==> src/rtl/ex_pkg.sv <==
// Shared definitions for the execute stage: ALU opcodes and control FSM encoding.
package ex_pkg;

  localparam logic [3:0] ALU_AND  = 4'b0000;
  localparam logic [3:0] ALU_OR   = 4'b0001;
  localparam logic [3:0] ALU_ADD  = 4'b0010;
  localparam logic [3:0] ALU_SLTU = 4'b0011;
  localparam logic [3:0] ALU_XOR  = 4'b0100;
  localparam logic [3:0] ALU_SUB  = 4'b0110;
  localparam logic [3:0] ALU_SLT  = 4'b0111;
  localparam logic [3:0] ALU_NOR  = 4'b1000;
  localparam logic [3:0] ALU_SLL  = 4'b1001;
  localparam logic [3:0] ALU_SRA  = 4'b1010;
  localparam logic [3:0] ALU_SRL  = 4'b1011;
  localparam logic [3:0] ALU_MUL  = 4'b1100;

  typedef enum logic [1:0] {
    ST_IDLE = 2'd0,
    ST_MUL  = 2'd1,
    ST_DONE = 2'd2
  } ex_state_t;

endpackage

==> src/rtl/ex_mul_iter.sv <==
// Iterative shift-add multiplier: SIZE steps after start, low SIZE bits of the unsigned product.
// done is high during the cycle whose clock edge performs the final step.
module ex_mul_iter #(
  parameter int SIZE = 32
) (
  input  logic            clk,
  input  logic            rst,
  input  logic            start,
  input  logic [SIZE-1:0] a,
  input  logic [SIZE-1:0] b,
  output logic            done,
  output logic [SIZE-1:0] product
);

  localparam int CW = $clog2(SIZE) + 1;
  localparam logic [CW-1:0] CNT_INIT = CW'(SIZE);

  logic [SIZE-1:0] mcand;
  logic [SIZE-1:0] mplier;
  logic [SIZE-1:0] acc;
  logic [CW-1:0]   count;

  always_ff @(posedge clk) begin
    if (rst) begin
      mcand  <= '0;
      mplier <= '0;
      acc    <= '0;
      count  <= '0;
    end else if (start) begin
      mcand  <= a;
      mplier <= b;
      acc    <= '0;
      count  <= CNT_INIT;
    end else if (count != '0) begin
      // Bits shifted past the top of mcand only feed the discarded high half.
      if (mplier[0]) acc <= acc + mcand;
      mcand  <= mcand << 1;
      mplier <= mplier >> 1;
      count  <= count - CW'(1);
    end
  end

  assign done    = (count == CW'(1));
  assign product = acc;

endmodule

==> src/rtl/ex_stage_hs.sv <==
// MIPS execute stage with valid/ready on both sides; single-cycle ALU ops plus an
// iterative multiply that holds off ID while busy. Result register holds under backpressure.
module ex_stage_hs
  import ex_pkg::*;
#(
  parameter int SIZE   = 32,
  parameter int CTRL_W = 11,
  parameter int SH_W   = $clog2(SIZE)
) (
  input  logic              clk,
  input  logic              rst,
  input  logic              in_valid,
  output logic              in_ready,
  input  logic [SIZE-1:0]   readData1,
  input  logic [SIZE-1:0]   readData2,
  input  logic [SH_W-1:0]   shamt,
  input  logic [SH_W-1:0]   writeReg,
  input  logic [CTRL_W-1:0] control,
  input  logic [SIZE-1:0]   PC_4_ID,
  input  logic [3:0]        ALUcontrol,
  output logic              out_valid,
  input  logic              out_ready,
  output logic [SIZE-1:0]   ALUresult,
  output logic [SH_W-1:0]   writeReg_EX,
  output logic [SIZE-1:0]   PC_4_EX,
  output logic [CTRL_W-1:0] control_EX,
  output logic              busy
);

  ex_state_t state, state_nxt;

  logic              slot_free;
  logic              accept;
  logic              is_mul;
  logic              mul_start;
  logic              load_alu;
  logic              load_mul;
  logic              mul_done;
  logic [SIZE-1:0]   mul_product;
  logic [SIZE-1:0]   alu_res;

  // Sideband captured at multiply accept, released with the product.
  logic [SH_W-1:0]   hold_wr;
  logic [CTRL_W-1:0] hold_ctrl;
  logic [SIZE-1:0]   hold_pc;

  assign slot_free = !out_valid || out_ready;
  assign accept    = in_valid && in_ready;
  assign is_mul    = (ALUcontrol == ALU_MUL);

  always_ff @(posedge clk) begin
    if (rst) state <= ST_IDLE;
    else     state <= state_nxt;
  end

  always_comb begin
    state_nxt = state;
    case (state)
      ST_IDLE: if (accept && is_mul) state_nxt = ST_MUL;
      ST_MUL:  if (mul_done)         state_nxt = ST_DONE;
      ST_DONE: if (slot_free)        state_nxt = ST_IDLE;
      default:                       state_nxt = ST_IDLE;
    endcase
  end

  always_comb begin
    in_ready  = (state == ST_IDLE) && slot_free && !rst;
    busy      = (state != ST_IDLE);
    mul_start = accept && is_mul;
    load_alu  = accept && !is_mul;
    load_mul  = (state == ST_DONE) && slot_free;
  end

  always_comb begin
    alu_res = '0;
    case (ALUcontrol)
      ALU_ADD:  alu_res = readData1 + readData2;
      ALU_SUB:  alu_res = readData1 - readData2;
      ALU_AND:  alu_res = readData1 & readData2;
      ALU_OR:   alu_res = readData1 | readData2;
      ALU_NOR:  alu_res = ~(readData1 | readData2);
      ALU_XOR:  alu_res = readData1 ^ readData2;
      ALU_SLT:  alu_res[0] = ($signed(readData1) < $signed(readData2));
      ALU_SLTU: alu_res[0] = (readData1 < readData2);
      ALU_SLL:  alu_res = readData2 << shamt;
      ALU_SRL:  alu_res = readData2 >> shamt;
      ALU_SRA:  alu_res = $unsigned($signed(readData2) >>> shamt);
      default:  alu_res = '0;
    endcase
  end

  ex_mul_iter #(.SIZE(SIZE)) u_mul (
    .clk     (clk),
    .rst     (rst),
    .start   (mul_start),
    .a       (readData1),
    .b       (readData2),
    .done    (mul_done),
    .product (mul_product)
  );

  always_ff @(posedge clk) begin
    if (rst) begin
      hold_wr   <= '0;
      hold_ctrl <= '0;
      hold_pc   <= '0;
    end else if (mul_start) begin
      hold_wr   <= writeReg;
      hold_ctrl <= control;
      hold_pc   <= PC_4_ID;
    end
  end

  always_ff @(posedge clk) begin
    if (rst) begin
      out_valid   <= 1'b0;
      ALUresult   <= '0;
      writeReg_EX <= '0;
      PC_4_EX     <= '0;
      control_EX  <= '0;
    end else begin
      if (load_alu) begin
        ALUresult   <= alu_res;
        writeReg_EX <= writeReg;
        PC_4_EX     <= PC_4_ID;
        control_EX  <= control;
      end else if (load_mul) begin
        ALUresult   <= mul_product;
        writeReg_EX <= hold_wr;
        PC_4_EX     <= hold_pc;
        control_EX  <= hold_ctrl;
      end
      // A drain in the same cycle as a load leaves out_valid set.
      if (load_alu || load_mul) out_valid <= 1'b1;
      else if (out_ready)       out_valid <= 1'b0;
    end
  end

endmodule
==> config.mk <==
export PLATFORM = sky130hd
export DESIGN_NAME = ex_stage_hs
export DESIGN_NICKNAME = d
export VERILOG_FILES = /design/src/rtl/ex_pkg.sv /design/src/rtl/ex_mul_iter.sv /design/src/rtl/ex_stage_hs.sv
export SDC_FILE = /design/constraint.sdc
export NUM_CORES = 1
export LEC_CHECK = 0
export ABC_CLOCK_PERIOD_IN_PS = 3680
export BUFFER_PORTS_ARGS = -buffer_cell sky130_fd_sc_hd__buf_2
export CAP_MARGIN = 40
export CORE_MARGIN = 4
export CORE_UTILIZATION = 42
export CTS_CLUSTER_SIZE = 16
export DETAILED_ROUTE_END_ITERATION = 10
export SLEW_MARGIN = 20
export SYNTH_ARGS = -nofsm -noshare
export SYNTH_HDL_FRONTEND = slang
export SYNTH_HIERARCHICAL = 1
export SYNTH_SLANG_ARGS = --single-unit
export TNS_END_PERCENT = 30
==> constraint.sdc <==
create_clock -name clk -period 3.68 [get_ports clk]
set_input_delay 0.736 -clock clk [delete_from_list [all_inputs] [get_ports clk]]
set_output_delay 0.736 -clock clk [all_outputs]
set_load 0.005 [all_outputs]
* Word level (Yosys, flattened, before mapping) *
Cells that the tools add are included.

cells by class
  $add $sub $neg = 4
  magnitude comparators = 2
  eq/ne operators = 17
  shifts and indexed selects = 3
  mux-type cells = 22
  bitwise operators = 4
  reductions and logical operators = 21

operators with widths
  operator                                                         number
  31-bit case mux with 9 select lines                              1
  32-bit 2-to-1 mux                                                8
  32-bit adder                                                     2
  32-bit less-than comparator                                      2
  32-bit AND                                                       1
  32-bit NOT                                                       1
  32-bit OR                                                        1
  32-bit by 5-bit << shifter with 32-bit output                    1
  32-bit by 5-bit >> shifter with 32-bit output                    1
  32-bit by 5-bit >>> shifter with 32-bit output                   1
  32-bit subtractor                                                1
  32-bit XOR                                                       1
  11-bit 2-to-1 mux                                                2
  4-bit == test, second input constant                             5
  4-bit by 3-bit == test with 1-bit output, second input constant  3
  6-bit 2-to-1 mux                                                 2
  1-bit case mux with 11 select lines                              1
  5-bit 2-to-1 mux                                                 2
  4-bit by 2-bit == test with 1-bit output, second input constant  2
  2-bit nonzero test                                               4
  6-bit by 1-bit == test with 1-bit output, second input constant  1
  1-bit logical AND                                                6
  2-bit 2-to-1 mux                                                 3
  2-bit != test, second input constant                             3
  other kinds (14)                                                 18

storage, ports and cells
  register bits = 233
  output and inout port bits = 83
  word-level logic and storage cells = 87

* Logic depth before layout (Yosys ltp) *
Gate-level depths: netlist of the first run.

  depth after elaboration = 8
  mapped depth = 14

* Hierarchy *
The synthesis of the first run kept the hierarchy.

by module, submodules not included
  module       instances  cells each  area each (um2)
  ex_stage_hs  1          1928        13999.7
  ex_mul_iter  1          775         6034.5

* Worst setup path before layout of the first run *
No wires, ideal clock.

  path kind = in2reg
  start point = in rst
  end point = reg u_mul.count[0]
  setup time = 128 ps
  arrival = 3211 ps
  data required time = 3552 ps
  path slack = 341 ps
  stages = 13
  path buffers = 7
  path through = clkbuf_1 -> nor3_2 -> nand2_1 -> or2_2 -> clkbuf_1 -> inv_1 -> clkbuf_1 -> clkbuf_1 -> or2_2 -> clkbuf_1 -> clkbuf_1 -> clkbuf_1 -> nor2_1

on the way
  longest elaborated chain between the ends = 5

RTL lines
  what                                 line               text
  start: declaration                   ex_stage_hs.sv:11  input logic rst,
  1-bit zero test                      ex_stage_hs.sv:67  in_ready = (state == ST_IDLE) && slot_free && !rst;
  1-bit logical AND                    ex_stage_hs.sv:67
  named net in_ready                   ex_stage_hs.sv:13  output logic in_ready,
  1-bit logical AND                    ex_stage_hs.sv:48  assign accept = in_valid && in_ready;
  1-bit logical AND                    ex_stage_hs.sv:69  mul_start = accept && is_mul;
  named net mul_start                  ex_stage_hs.sv:35  logic mul_start;
  2-bit OR reduction (no source line)  --
  end signal: assignment               ex_mul_iter.sv:39  count <= count - CW'(1);
  end: declaration                     ex_mul_iter.sv:21  logic [CW-1:0] count;

The timed path passes the listed nets, and every way through them passes these cells.
A chain may end at the register's enable or synchronous reset.

* Final worst setup path of the first run *
  start point = in readData1[0]
  end point = reg ALUresult[26]

on the way
  longest elaborated chain between the ends = 3

RTL lines
  what                                                      line                                  text
  start: declaration                                        ex_stage_hs.sv:14                     input logic [SIZE-1:0] readData1,
  32-bit subtractor / 32-bit adder (equally long branches)  ex_stage_hs.sv:78, ex_stage_hs.sv:77
  31-bit case mux with 9 select lines (*)                   ex_stage_hs.sv:76                     case (ALUcontrol)
  32-bit 2-to-1 mux (*)                                     ex_stage_hs.sv:122                    if (load_alu) begin
  end signal: assignment                                    ex_stage_hs.sv:123                    ALUresult <= alu_res;
  end signal: assignment                                    ex_stage_hs.sv:128                    ALUresult <= mul_product;
  end: declaration                                          ex_stage_hs.sv:23                     output logic [SIZE-1:0] ALUresult,

Every way passes the cells marked *; elsewhere a longest branch is shown, timed or not.

==> results of run 1 <==
[worst max path at each step]
stage | to | slack, ns | cells past startpoint
finish | ALUresult[26]$_SDFFE_PP0P_ | 0.27 | 14
global route | ALUresult[26]$_SDFFE_PP0P_ | 0.14 | 14
CTS | ALUresult[26]$_SDFFE_PP0P_ | 0.34 | 14
detailed placement | ALUresult[26]$_SDFFE_PP0P_ | -0.24 | 14
global placement | ALUresult[26]$_SDFFE_PP0P_ | -0.25 | 14
floorplan | u_mul/count[0]$_SDFFE_PP0P_ | 0.34 | 13
[cell families (layout without fill, tap and decap cells)]
kind of cell,Yosys count,count (layout)
and+or+nand+nor,977,977
DFF,233,233
muxes,172,172
xor gates and xnor gates,46,46
buffers and inverters,309,621
other,0,2
AOI/OAI and AO/OA,834,834
adders and majority gates,132,132
[cells in the final DEF (no fill, tap or decap), types with 27 or more instances in the layout]
cell type  Yosys  final
a211oi_1      35     35
a21o_1        33     33
a21oi_1      292    292
buf_2         42    204
buf_4          7    251
clkbuf_16      0     27
dfxtp_1      233    233
ha_1         129    129
inv_1        101    100
mux2i_1      110    110
mux4_2        51     51
nand2_1      312    310
nand3_1       42     40
nor2_1       430    430
nor3_1        46     44
o211ai_1      30     30
o21ai_0      136    136
o221ai_1      52     52
xnor2_1       28     28
[per-stage QoR]
step           TNS (ns)  setup WS (ns)  utilization  hold WS [ns]  area [um2]
4_1_cts               0          0.341        0.515         0.373       24100
3_3_place_gp     -0.892         -0.245        0.493         0.441       23100
6_report              0          0.269        0.515         0.392       24100
5_1_grt               0          0.136        0.515         0.406       24100
3_5_place_dp     -0.822         -0.243        0.493         0.446       23100
2_1_floorplan         0          0.341            -         0.436       20000
[synthesized netlist by cell type, types with 11 or more instances]
cell / number
mux2i_1: 110
o21a_1: 12
nand2_1: 312
o31ai_1: 18
a2111oi_0: 15
o22ai_1: 12
ha_1: 129
a31oi_1: 17
a21o_1: 33
dfxtp_1: 233
o21ai_0: 136
o221ai_1: 52
nor3_1: 46
buf_2: 42
nand2b_1: 17
buf_1: 15
inv_1: 101
xor2_1: 18
o211ai_1: 30
mux4_2: 51
xnor2_1: 28
or2_2: 11
nand3_1: 42
clkbuf_1: 138
a221oi_1: 26
o21ai_1: 21
nor4_1: 15
a211oi_1: 35
nor2_1: 430
nand4_1: 18
o21bai_1: 14
a21oi_1: 292
a22oi_1: 23
and3_1: 12
nor2b_1: 16
[worst register-to-register path: stages (launching register included)]
cell and delay, ns:
dfxtp_1 0.40, ha_1 0.27, fa_1 0.42, a21oi_1 0.27
o21ai_1 0.20, nand4_1 0.14, nand4b_1 0.36, o31ai_1 0.48
xnor2_1 0.19, o21ai_1 0.08
[final cells by class]
| class | count | area, um2 |
|---|---|---|
| tap | 607 | 759 |
| antenna | 2 | 5.00 |
| clock inverter | 15 | 251 |
| multi-input combinational | 2161 | 14200 |
| sequential | 233 | 4660 |
| inverter | 106 | 400 |
| timing repair buffer | 465 | 3110 |
| clock buffer | 35 | 746 |
| fill | 4636 | 22700 |
[routing by layer]
layer | track usage | wire length (um)
met5 | 0 | 39
met4 | 0.145 | 4660
met3 | 0.0558 | 7130
met2 | 0.591 | 43500
met1 | 0.460 | 38700
[flip-flops by register name, summed over array words and instances (netlist names)]
name / flops
out_valid: 1
u_mul/product: 32
hold_wr: 5
ALUresult: 32
hold_pc: 32
control_EX: 11
u_mul/mcand: 32
hold_ctrl: 11
state: 2
PC_4_EX: 32
u_mul/mplier: 32
u_mul/count: 6
writeReg_EX: 5
[report_power, final]
group / internal, uW / switching, uW
sequential: 2630 / 92.8
combinational: 1200 / 1810
clock: 1860 / 1190
total: 5690 / 3100
==> impl_metrics.yaml, run 1 <==
clock_network:
  hold_buffers: 0
  htree_levels: 1
  clk_pin_slew_worst_paths_ns: 0.06
  cts_buffers: 27
  cts_resized: 0
  post-cts-setup-buffers: 0
  clock-sinks: 233
  cts_buffer_depth: 3
  clockRootBuffer: "clkbuf_16"
  cts_tree: "built"
  clk_latency_ns: 0.61
detailed_routing:
  routed_wl_um: 94100
  drtAntennaViolNets: 0
  vias: 22300
  drc: 0
  vias_per_cell: 6.16
  wl_per_cell_um: 26.0
  drt_iter0_drc: 2175
  drtPass1Iterations: 7
run:
  drv_cap: 0
synthesis:
  syn_inst: 2703
  yosysWarnings: 6
  synth_edf_count: 0
  synth_xor_area_frac: 0.0201
  synth_nets: 2960
  yosys-top-cells-area: "dfxtp_1 (23%), ha_1 (8.1%), nor2_1 (8.1%), a21oi_1 (7.3%), nand2_1 (5.8%)"
  synth_top_area_frac: 0.233
  synth-compound-area-share: 0.272
  synthMuxAreaShare: 0.119
  syn_area_per_cell_um2: 7.41
  netlist_area_um2: 20000
  synth_top_family_by_area: "compound AO/OA/AOI/OAI gates"
  synthAdderAreaFrac: 0.0836
  ys_dominant_reg_cell: "dfxtp_1"
  yosys.area_share.simple: 0.211
  synthArstFlopShare: 0
  ys_ff_latch: 233
  synth-seq-area-share: 0.233
  ys_types: 99
  synth_top_cell_by_area: "dfxtp_1"
timing:
  max_slew.worst_pin.slew_ns: 0.848
  setup_viol_count_final: 0
  final_hold_viol_count: 0
  fin_crit_sh: 0.927
  fmax_mhz: 293
  finClkSkew_ns: 0.0438
  slew_violations: 0
  rsz0062_at_grt: "no"
  fin_crit_ns: 3.41
  maxSlewHeadroom: 0.428
min_path:
  hp-start: "PC_4_ID[28]"
  whs_path_depth: 3
  hp-class: "primary input to register"
  hold_end: "hold_pc[28]$_SDFFE_PP0P_"
critical_path:
  path_buf_inv: 3
  r2r_end: "u_mul/product[26]$_SDFFE_PP0P_"
  worstSetupStartpoint: "readData1[0]"
  regToRegStartpoint: "u_mul/mcand[0]$_SDFFE_PP0P_"
  reg2reg_slack_ns: 0.72
  cp.required_ns: 4.15
  critical_path_arrival_ns: 3.88
  critPathKind: "primary input to register"
  path_cells: "buf_2, ha_1, fa_1, a21o_1, a221oi_1, buf_4, o41ai_2, a32o_1, a221oi_2, buf_4, o41ai_1, xnor2_1, o22ai_1, o211a_1"
  path_delay_family: "compound AO/OA/AOI/OAI gates"
  end_kind: "register"
  ff2ff_path_depth: 9
  cp-start-kind: "primary input"
  crit_path_frequent_cell: "buf_4"
  cp_slowest_cell: "o41ai_2"
  cpPeakStageDelay_ns: 0.59
  cp_max_fo: 4
global_route:
  grt_usage: 0.355
  grt_pass1_wl_um: 138000
  grt_max_degree: 179
  overflow: 0
  antenna_found_initial: 8
  grt_pass1_vias: 21300
final_layout:
  area_delta_synth_final_pct: 20.4
  final_cells: 3624
  drive_above_1_share: 0.208
  final_net_count: 3251
power_and_ir_drop:
  p_per_area_nw_per_um2: 364
  p_leak_uw: 0.0105
  power.total_uw: 8790
  vdd_drop_max_mv: 0.448
die:
  die_area_um2: 51300
  rows: 79
  ios: 208
  start_util: 0.428
  die_h_um: 226
  die_w_um: 226
  coreArea_um2: 46900
placement:
  gp_congestion: 1.04
  dp_hpwl_um: 75600
  placed_cells: 3572
  io_buffers: 207
status:
  status: "complete, no violations"
(Power assumes the default switching activity.)
==> run 2, diff against run 1 <==
CORE_UTILIZATION = 46   (was 42)
CTS_BUF_LIST = sky130_fd_sc_hd__clkbuf_8 sky130_fd_sc_hd__clkbuf_16   (was default)
SETUP_SLACK_MARGIN = 0.5   (was default)
==> impl_metrics.yaml, run 2 (synthesized netlist as in run 1, its figures left out) <==
status:
  status: "complete, no violations"
power_and_ir_drop:
  power.total_uw: 8710
  p_leak_uw: 0.0104
  vdd_drop_max_mv: 0.466
  p_per_area_nw_per_um2: 364
critical_path:
  regToRegStartpoint: "state[1]$_SDFFE_PP0P_"
  crit_end: "ALUresult[27]$_SDFFE_PP0P_"
  end_kind: "register"
  cp-start-kind: "primary input"
  path_cells: "buf_2, inv_1, ha_1, or4_4, or3_4, a22oi_1, a211oi_1, buf_4, o21ai_2, nand2_1, mux2_4, a221oi_2, a2111oi_1"
  worstSetupStartpoint: "readData2[17]"
  reg2reg_slack_ns: 0.78
  cp.depth: 13
  r2r_end: "ALUresult[18]$_SDFFE_PP0P_"
  path_buf_inv: 3
  path_delay_family: "simple AND/OR/NAND/NOR gates"
  critPathKind: "primary input to register"
  cp_slowest_cell: "or4_4"
  cpPeakStageDelay_ns: 0.52
  ff2ff_path_depth: 9
  critical_path_arrival_ns: 3.60
  cp_max_fo: 4
  cp.required_ns: 4.14
clock_network:
  cts_buffers: 28
  clk_pin_slew_worst_paths_ns: 0.07
  clockRootBuffer: "clkbuf_16"
  hold_buffers: 0
  clk_latency_ns: 0.60
  htree_levels: 1
  cts_buffer_depth: 3
  cts_tree: "built"
  clock-sinks: 233
timing:
  setup_viol_count_final: 0
  fin_crit_ns: 3.14
  final_hold_viol_count: 0
  slew_violations: 0
  finClkSkew_ns: 0.0301
  rsz0062_at_grt: "yes"
  fin_crit_sh: 0.855
  hold_ws_ns: 0.393
  fmax_mhz: 318
  max_slew.worst_pin.slew_ns: 0.863
  maxSlewHeadroom: 0.423
placement:
  dp_hpwl_um: 72400
  placed_area_um2: 22800
  io_buffers: 207
  gp_congestion: 1.06
global_route:
  grt_usage: 0.373
  grt_pass1_vias: 21300
  antenna_found_initial: 11
  grt_pass1_wl_um: 135000
  grt_max_degree: 123
  overflow: 0
final_layout:
  final_net_count: 3216
  area_delta_synth_final_pct: 19.4
  final_cell_mix: "nor2_1 (430), nand2_1 (310), a21oi_1 (290)"
  post-route-util: 0.555
  final_area_um2: 23900
  fill_cells: 4192
  layout_commonest_cell: "nor2_1"
  drive_above_1_share: 0.203
die:
  die_h_um: 217
  die_w_um: 217
  rows: 76
  die_area_um2: 47000
  coreArea_um2: 43100
  ios: 208
  start_util: 0.465
detailed_routing:
  wl_per_cell_um: 25.8
  vias: 22800
  routed_wl_um: 92000
  drt_iter0_drc: 2874
  drtPass1Iterations: 6
  vias_per_cell: 6.37
  drc: 0
  drtAntennaViolNets: 0
min_path:
  hp-class: "primary input to register"
run:
  drv_cap: 0
==> run 2: layer usage <==
layer,up-vias,share of wire,routed length [um],track usage
met2,1372,0.43,39500,0.564
met4,8,0.060,5520,0.180
met3,263,0.10,9270,0.0760
met1,10800,0.41,37600,0.509
met5,-,0.00062,57,0
li1,10300,-,-,-
==> run 2: worst register-to-register path: stages (launching register included) <==
cell and delay [ns]:
dfxtp_1 0.32, or2_2 0.32, nor3_2 0.39, nand3_2 0.26, buf_4 0.27, o21ai_0 0.33
o2111a_1 0.29, o221ai_1 0.22, a221oi_1 0.27, a2111oi_1 0.09
==> run 2: through the flow <==
step | worst slack (ns) | setup TNS (ns) | instances
2_1_floorplan | 0.439 | 0 | 2703
3_3_place_gp | -0.162 | -0.613 | 3509
3_5_place_dp | -0.182 | -0.745 | 3510
4_1_cts | 0.507 | 0 | 3561
5_1_grt | 0.456 | 0 | 3567
6_report | 0.535 | 0 | 3569
==> run 2: power by group <==
part	leakage [uW]	total (uW)	internal [uW]	switching (uW)
sequential	0.00189	2720	2630	90.9
clock	0.000499	2980	1730	1250
combinational	0.00803	3000	1180	1830
total	0.0104	8710	5540	3170
==> run 2: what timing repair did <==
| action | in CTS | in global routing |
|---|---|---|
| endpoints found under the setup margin | 2 | 16 |
| pin swaps | 0 | 8 |
| buffers inserted | 0 | 3 |
| resized for setup | 1 | 16 |
==> run 2: final cells by class <==
type | instances | area (um2) | area share
multi-input cells | 2161 | 14300 | 0.597
flip-flops and latches | 233 | 4660 | 0.195
clock inverters | 17 | 196 | 0.00821
repair buffers | 429 | 2860 | 0.119
well taps | 585 | 732 | 0.0306
inverters | 106 | 403 | 0.0168
clock buffers | 34 | 783 | 0.0327
diodes | 4 | 10.0 | 0.000418
==> run 2: worst min path at each step <==
| stage | start | endpoint | slack [ns] | depth (start not counted) |
|---|---|---|---|---|
| 4_1_cts | control[3] | hold_ctrl[3]$_SDFFE_PP0P_ | 0.36 | 3 |
| 2_1_floorplan | hold_pc[23]$_SDFFE_PP0P_ | hold_pc[23]$_SDFFE_PP0P_ | 0.44 | 2 |
| 5_1_grt | control[3] | hold_ctrl[3]$_SDFFE_PP0P_ | 0.38 | 3 |
| 6_report | PC_4_ID[14] | hold_pc[14]$_SDFFE_PP0P_ | 0.39 | 3 |
| 3_5_place_dp | writeReg_EX[0]$_SDFFE_PP0P_ | writeReg_EX[0]$_SDFFE_PP0P_ | 0.45 | 2 |
| 3_3_place_gp | PC_4_EX[25]$_SDFFE_PP0P_ | PC_4_EX[25]$_SDFFE_PP0P_ | 0.44 | 2 |
